`config.mk`:
```
export PLATFORM = sky130hd
export DESIGN_NAME = sll_seq_32
export DESIGN_NICKNAME = d
export VERILOG_FILES = /design/src/rtl/sll_seq_32.sv
export SDC_FILE = /design/constraint.sdc
export NUM_CORES = 1
export LEC_CHECK = 0
export CORE_UTILIZATION = 54
export CTS_CLUSTER_SIZE = 20
export DETAILED_ROUTE_END_ITERATION = 12
export GPL_TIMING_DRIVEN = 0
export PLACE_DENSITY = 0.81
export SLEW_MARGIN = 20
export SYNTH_ARGS = -nofsm -noshare
export SYNTH_HDL_FRONTEND = slang
export SYNTH_SLANG_ARGS = --single-unit
```
`constraint.sdc`:
```
create_clock -name clk -period 2.3 [get_ports clk]
set_clock_uncertainty 0.1 [all_clocks]
set_input_delay 0.575 -clock clk [delete_from_list [all_inputs] [get_ports clk]]
set_output_delay 0.575 -clock clk [all_outputs]
set_load 0.02 [all_outputs]
```
`src/rtl/sll_seq_32.sv`:
```
// sll_seq_32: multi-cycle logical left shifter, one shamt bit resolved per clock, LSB first.
// Optional SLL_SEQ_EARLY_DONE_EN: finish as soon as no higher shamt bits remain set.
module sll_seq_32 #(
  parameter int WIDTH   = 32,
  parameter int SHAMT_W = 5
) (
  input  logic               clk,
  input  logic               rst,
  input  logic               start,
  input  logic [WIDTH-1:0]   rt,
  input  logic [SHAMT_W-1:0] shamt,
  output logic               busy,
  output logic               done,
  output logic [WIDTH-1:0]   rd
);

  localparam int STEP_W = $clog2(SHAMT_W + 1);

  typedef enum logic {
    S_IDLE = 1'b0,
    S_BUSY = 1'b1
  } state_t;

  state_t             state_q, state_d;
  logic [WIDTH-1:0]   acc_q, acc_d;
  logic [SHAMT_W-1:0] sh_q, sh_d;
  logic [STEP_W-1:0]  step_q, step_d;
  logic [WIDTH-1:0]   rd_q, rd_d;
  logic               done_q, done_d;

  logic [SHAMT_W-1:0] stage_amt;
  logic [WIDTH-1:0]   acc_shift;
  logic [WIDTH-1:0]   acc_next;
  logic               last_step;
  logic               finish;

  // Stage k contributes a shift of 2^k when the matching shamt bit is set.
  always_comb begin
    stage_amt         = '0;
    stage_amt[step_q] = 1'b1;
    acc_shift         = acc_q << stage_amt;
    acc_next          = sh_q[step_q] ? acc_shift : acc_q;
  end

  always_comb begin
    last_step = (step_q == STEP_W'(SHAMT_W - 1));
`ifdef SLL_SEQ_EARLY_DONE_EN
    finish = (state_q == S_BUSY) &&
             (last_step || (((sh_q >> step_q) >> 1) == '0));
`else
    finish = (state_q == S_BUSY) && last_step;
`endif
  end

  // State register
  always_ff @(posedge clk) begin
    if (rst) begin
      state_q <= S_IDLE;
    end else begin
      state_q <= state_d;
    end
  end

  // Next-state logic
  always_comb begin
    state_d = state_q;
    case (state_q)
      S_IDLE: if (start) state_d = S_BUSY;
      S_BUSY: if (finish) state_d = S_IDLE;
      default: state_d = S_IDLE;
    endcase
  end

  // Datapath next values
  always_comb begin
    acc_d  = acc_q;
    sh_d   = sh_q;
    step_d = step_q;
    rd_d   = rd_q;
    done_d = 1'b0;
    if (state_q == S_IDLE) begin
      if (start) begin
        acc_d  = rt;
        sh_d   = shamt;
        step_d = '0;
      end
    end else begin
      acc_d  = acc_next;
      step_d = step_q + STEP_W'(1);
      if (finish) begin
        rd_d   = acc_next;
        done_d = 1'b1;
      end
    end
  end

  always_ff @(posedge clk) begin
    if (rst) begin
      acc_q  <= '0;
      sh_q   <= '0;
      step_q <= '0;
      rd_q   <= '0;
      done_q <= 1'b0;
    end else begin
      acc_q  <= acc_d;
      sh_q   <= sh_d;
      step_q <= step_d;
      rd_q   <= rd_d;
      done_q <= done_d;
    end
  end

  // Output logic
  always_comb begin
    busy = (state_q == S_BUSY);
    done = done_q;
    rd   = rd_q;
  end

endmodule

```
# Yosys cells after proc, flatten, opt, wreduce, memory -nomap -nowiden
# Cells that the tools add are included.
totals:
  reg_bits: 74
  inputBits: 40
  output_inout_bits: 34
  word_cells: 31
op_classes:
  n_addsub: 1
  n_lt_le_gt_ge: 2
  n_eq_ne: 1
  n_shift: 1
  n_mux: 13
  bitwise: 1
  n_reduce_logical: 6
ops:
  columns: ["cell", "count"]
  rows:
  - ["32-bit 2-to-1 mux", 3]
  - ["32-bit by 5-bit << shifter with 32-bit output", 1]
  - ["3-bit 2-to-1 mux", 2]
  - ["1-bit 2-to-1 mux", 5]
  - ["3-bit by 4-bit less-than comparator with 1-bit output, second input constant", 1]
  - ["2-bit AND reduction", 2]
  - ["3-bit by 1-bit adder with 3-bit output, second input constant", 1]
  - ["1-bit binary-select mux with 3-bit select", 1]
  - ["1-bit demux with 3-bit select", 1]
  - ["3-bit == test, second input constant", 1]
  - ["3-bit by 1-bit greater-or-equal comparator with 1-bit output, second input constant", 1]
  - ["1-bit logical AND", 2]
  - ["1-bit case mux with 2 select lines", 1]
  - ["2-bit nonzero test", 1]
  - ["2-bit OR reduction", 1]
  - ["1-bit inverter", 1]

# Longest topological paths before layout
logic_depth:
  depth_word: 7
  depth_mapped: 9
  ltp_nobuf: 6

# Least setup slack after synthesis
# No wires, ideal clock.
synth_timing:
  kind: "reg-to-reg"
  from: "reg step_q[0]"
  to: "reg rd_q[24], in the netlist rd[24]"
  setup_time_ns: 0.137
  t_arrival_ns: 1.853
  required_ns: 2.063
  setup_slack_ns: 0.210
  stages_incl_launch_ff: 7
  path_buffers: 2
  period_less_slack_ns: 2.090
  cell_sequence: "dfxtp_1 -> buf_4 -> buf_6 -> mux4_2 -> mux2_2 -> a222oi_1 -> a211oi_1"
synth_between:
  elab_chain_len: 6
  elab_cells_between_ends: 12
  classes_between: "order compare: 2; eq/ne: 1; shift: 1; mux: 5; reduce/logical: 3"
synth_lines:
  columns: ["item", "line_no", "source"]
  rows:
  - ["start, declared", "27", "logic [STEP_W-1:0] step_q, step_d;"]
  - ["start signal, assigned", "107", "step_q <= step_d;"]
  - ["3-bit by 4-bit less-than comparator with 1-bit output (not written as such) / 3-bit by 1-bit greater-or-equal comparator with 1-bit output (equally long branches)", "40", "stage_amt[step_q] = 1'b1;"]
  - ["1-bit logical AND (not written as such)", "40", null]
  - ["1-bit 2-to-1 mux (not written as such)", "40", null]
  - ["1-bit demux with 3-bit select", "40", null]
  - ["32-bit by 5-bit << shifter with 32-bit output", "41", "acc_shift = acc_q << stage_amt;"]
  - ["32-bit 2-to-1 mux", "42", "acc_next = sh_q[step_q] ? acc_shift : acc_q;"]
  - ["end signal, assigned", "108", "rd_q <= rd_d;"]
  - ["end, declared", "28", "logic [WIDTH-1:0] rd_q, rd_d;"]
# Parallel ways exist; a longest one is shown, timed or not. The select of a mux whose other input is x is not followed.
# A chain may end at the register's enable or synchronous reset.

# Final worst setup path
layout_timing:
  from: "reg step_q[1]"
  to: "reg acc_q[21]"
layout_between:
  elab_chain_len: 7
  elab_cells_between_ends: 10
  classes_between: "order compare: 2; shift: 1; mux: 6; reduce/logical: 1"
layout_lines:
  columns: ["item", "line_no", "source"]
  rows:
  - ["3-bit by 4-bit less-than comparator with 1-bit output (not written as such) / 3-bit by 1-bit greater-or-equal comparator with 1-bit output (equally long branches)", "40", null]
  - ["1-bit logical AND (not written as such)", "40", null]
  - ["1-bit 2-to-1 mux (not written as such)", "40", null]
  - ["1-bit demux with 3-bit select", "40", null]
  - ["32-bit by 5-bit << shifter with 32-bit output", "41", null]
  - ["32-bit 2-to-1 mux (*)", "42", null]
  - ["32-bit 2-to-1 mux (*)", "81", "if (state_q == S_IDLE) begin"]
  - ["end signal, assigned", "99", "acc_q <= '0;"]
  - ["end signal, assigned", "105", "acc_q <= acc_d;"]
  - ["end, declared", "25", "logic [WIDTH-1:0] acc_q, acc_d;"]
# Every way passes the cells marked *; elsewhere a longest branch is shown, timed or not. The select of a mux whose other input is x is not followed.

==> flow_summary.yaml <==
layout:
  area_growth_pct: 26.1
  diodes: 0
  num-fill-cells: 652
  nets: 643
  fin_util: 0.703
  drive_gt1_frac: 0.159
  layout_common_cells: "dfxtp_1, clkdlybuf4s50_1, a211oi_1"
setup_path:
  worst_ep_arrival_time_ps: 2370
  crit_fanout: 10
  criticalPathCategory: "reg -> reg"
  ff2ff_path_depth: 8
  r2r_end: "acc_q[21]$_SDFFE_PP0P_"
  start_kind: "flip-flop"
  r2r_slack_ps: 20
  timing.rr.start: "step_q[1]$_SDFFE_PP0P_"
  crit_required_ps: 2390
  end_kind: "flip-flop"
drt:
  wl_per_cell_microns: 23.7
  firstDrtPassIters: 6
  drc: 0
  num_vias: 4787
  routed_wl_microns: 16800
  viasPerCell: 6.75
  drt-initial-drc-count: 479
  antenna_left: 0
place:
  hpwlAfterDp_microns: 12000
  io_buffers: 72
  place_congestion: 1.02
cts:
  numCtsBuffers: 9
  clockBufferDepth: 2
  hold_buffers: 0
  h-tree-depth: 3
  path_clk_slew_ps: 80
  cts-root-buf: "clkbuf_8"
  clock-sinks: 74
  tritoncts: "built"
  insertion_delay_ps: 350
synth:
  yosys_register_bits: 74
  netlist_area_sq_mm: 0.00456
  avgSynthCellArea_sq_um: 8.82
  yosysWarnings: 0
  synth_cells: 517
  ys_seq_area_frac: 0.325
  synth_fp_nets: 559
  synth_cell_types: 49
timing:
  slew_violations: 0
  hold_violations: 0
  max_slew.worst_pin.slew_ps: 714
  timing.final.crit_share: 0.991
  max_clock_freq_mhz: 439
  setup_viol: 0
  holdWs_ps: 363
  rsz0062_at_grt: "true"
  finalCriticalPeriod_ps: 2280
  slew_headroom: 0.524
die:
  start_util: 0.558
  rows: 33
  die_w_microns: 93.9
  pin_count: 74
  die_area_sq_mm: 0.00881
  die_h_microns: 93.9
  fp.coreArea_sq_mm: 0.00818
pwr:
  power_leakage_nw: 2.00
  power.density_mw_per_mm2: 595
  max-vdd-ir-drop_mv: 0.371
grt:
  overflow: 0
  grt_max_degree: 13
  grt_use_total: 0.385
  first_global_vias: 4462
  grt_first_pass_wirelength_microns: 25200
  antenna_found_initial: 0
hold_path:
  hold_end: "rd[9]$_SDFFE_PP0P_"
  hp-class: "reg -> reg"
  min_path_cells: 2
  min_from: "rd[9]$_SDFFE_PP0P_"
run:
  drv_cap: 0
status:
  status: "complete, no violations"
[worst max-delay path, cell delays in order, from the launching register on]
cell and delay (ps):
dfxtp_2 390, buf_4 230, buf_4 230, mux2_2 350, o22ai_1 110, nor2_1 90
a222oi_1 350, buf_4 200, a211oi_1 70
[logic make-up after synthesis]
family / count (synthesis) / share of synthesized area
adder cells (fa/ha/maj): 2 / 0.00549
AO/OA/AOI/OAI: 152 / 0.252
buffers and inverters: 74 / 0.0741
AND/OR/NAND/NOR: 150 / 0.156
multiplexers: 65 / 0.187
flip-flops: 74 / 0.325
[area by class of cell]
cell class,instances,area [sq um],area share
clock inverters,4,76.3,0.0133
clock buffers,10,138,0.0239
inverters,10,38.8,0.00675
flip-flops and latches,74,1490,0.258
multi-input cells,369,2790,0.485
well taps,105,131,0.0229
plain buffers,61,334,0.0581
repair buffers,76,756,0.131
[sequential cells by signal (all words and copies together) (netlist names)]
name,flops
acc_q,32
busy,1
done,1
rd,32
sh_q,5
step_q,3
[cells in the mapped netlist (all sizes together)]
library cell / count / share of area
a31oi: 8 / 0.011
nand3: 14 / 0.015
a21o: 1 / 0.0016
nand4: 2 / 0.0027
and3: 6 / 0.0082
a2111oi: 2 / 0.0038
mux2: 12 / 0.030
inv: 9 / 0.0074
nand3b: 1 / 0.0016
nand2b: 4 / 0.0071
ha: 2 / 0.0055
o211ai: 7 / 0.012
or3: 1 / 0.0014
mux2i: 38 / 0.083
and2: 2 / 0.0027
a211o: 4 / 0.0077
a221oi: 12 / 0.023
clkinv: 1 / 0.00082
o2111ai: 1 / 0.0019
mux4: 15 / 0.074
buf: 20 / 0.029
a311oi: 13 / 0.030
o21ai: 11 / 0.012
a22oi: 6 / 0.0099
a32oi: 2 / 0.0038
or2: 2 / 0.0027
nor2: 43 / 0.035
o221ai: 1 / 0.0019
o22ai: 2 / 0.0041
nor2b: 25 / 0.034
dfxtp: 74 / 0.33
nor3: 6 / 0.0077
o2111a: 1 / 0.0025
o211a: 1 / 0.0022
a211oi: 52 / 0.086
nor4: 1 / 0.0014
a222oi: 5 / 0.011
a21oi: 22 / 0.024
o21ba: 1 / 0.0036
nand2: 43 / 0.035
clkbuf: 44 / 0.037
[worst max path at each step]
stage	start	end	slack (ps)	cells after the start
floorplan	step_q[0]$_SDFFE_PP0P_	rd[24]$_SDFFE_PP0P_	210	6
global placement	start	step_q[2]$_SDFFE_PP0P_	-840	6
detailed placement	start	step_q[2]$_SDFFE_PP0P_	-930	6
CTS	step_q[2]$_SDFFE_PP0P_	acc_q[21]$_SDFFE_PP0P_	20	9
global route	step_q[0]$_SDFFE_PP0P_	acc_q[24]$_SDFFE_PP0P_	-40	7
finish	step_q[1]$_SDFFE_PP0P_	acc_q[21]$_SDFFE_PP0P_	20	8
[power by group]
part	internal, mW	leakage, nW	switching (mW)
combinational	0.373	1.29	0.475
sequential	1.34	0.606	0.0896
clock	0.633	0.105	0.508
[what timing repair did]
action / 4_1_cts / 5_1_grt
pin swaps: 3 / 3
buffers inserted: 2 / 1
gates resized for setup: 21 / 22
setup endpoints to repair: 68 / 52
[per-stage QoR]
step                setup TNS (ps)  cell area, sq um  setup WS [ps]  total power [mW]  std cells
finish                           0              5750           19.6              3.42        709
global route                 -84.7              5750          -38.8              3.52        709
CTS                              0              5690           19.4              3.36        709
detailed placement          -25910              5420           -930              2.23        695
global placement            -24200              5410           -842              2.21        694
floorplan                        0              4560            210              1.94        517
[per-layer routing]
| layer | routed length [microns] | GRT usage | part of all wire | vias to the layer above |
|---|---|---|---|---|
| li1 | - | - | - | 2108 |
| met1 | 6940 | 0.509 | 0.41 | 2305 |
| met3 | 1470 | 0.0639 | 0.088 | 53 |
| met2 | 7900 | 0.623 | 0.47 | 321 |
| met5 | 0 | 0 | 0 | - |
| met4 | 496 | 0.154 | 0.030 | 0 |
(Power assumes the default switching activity.)
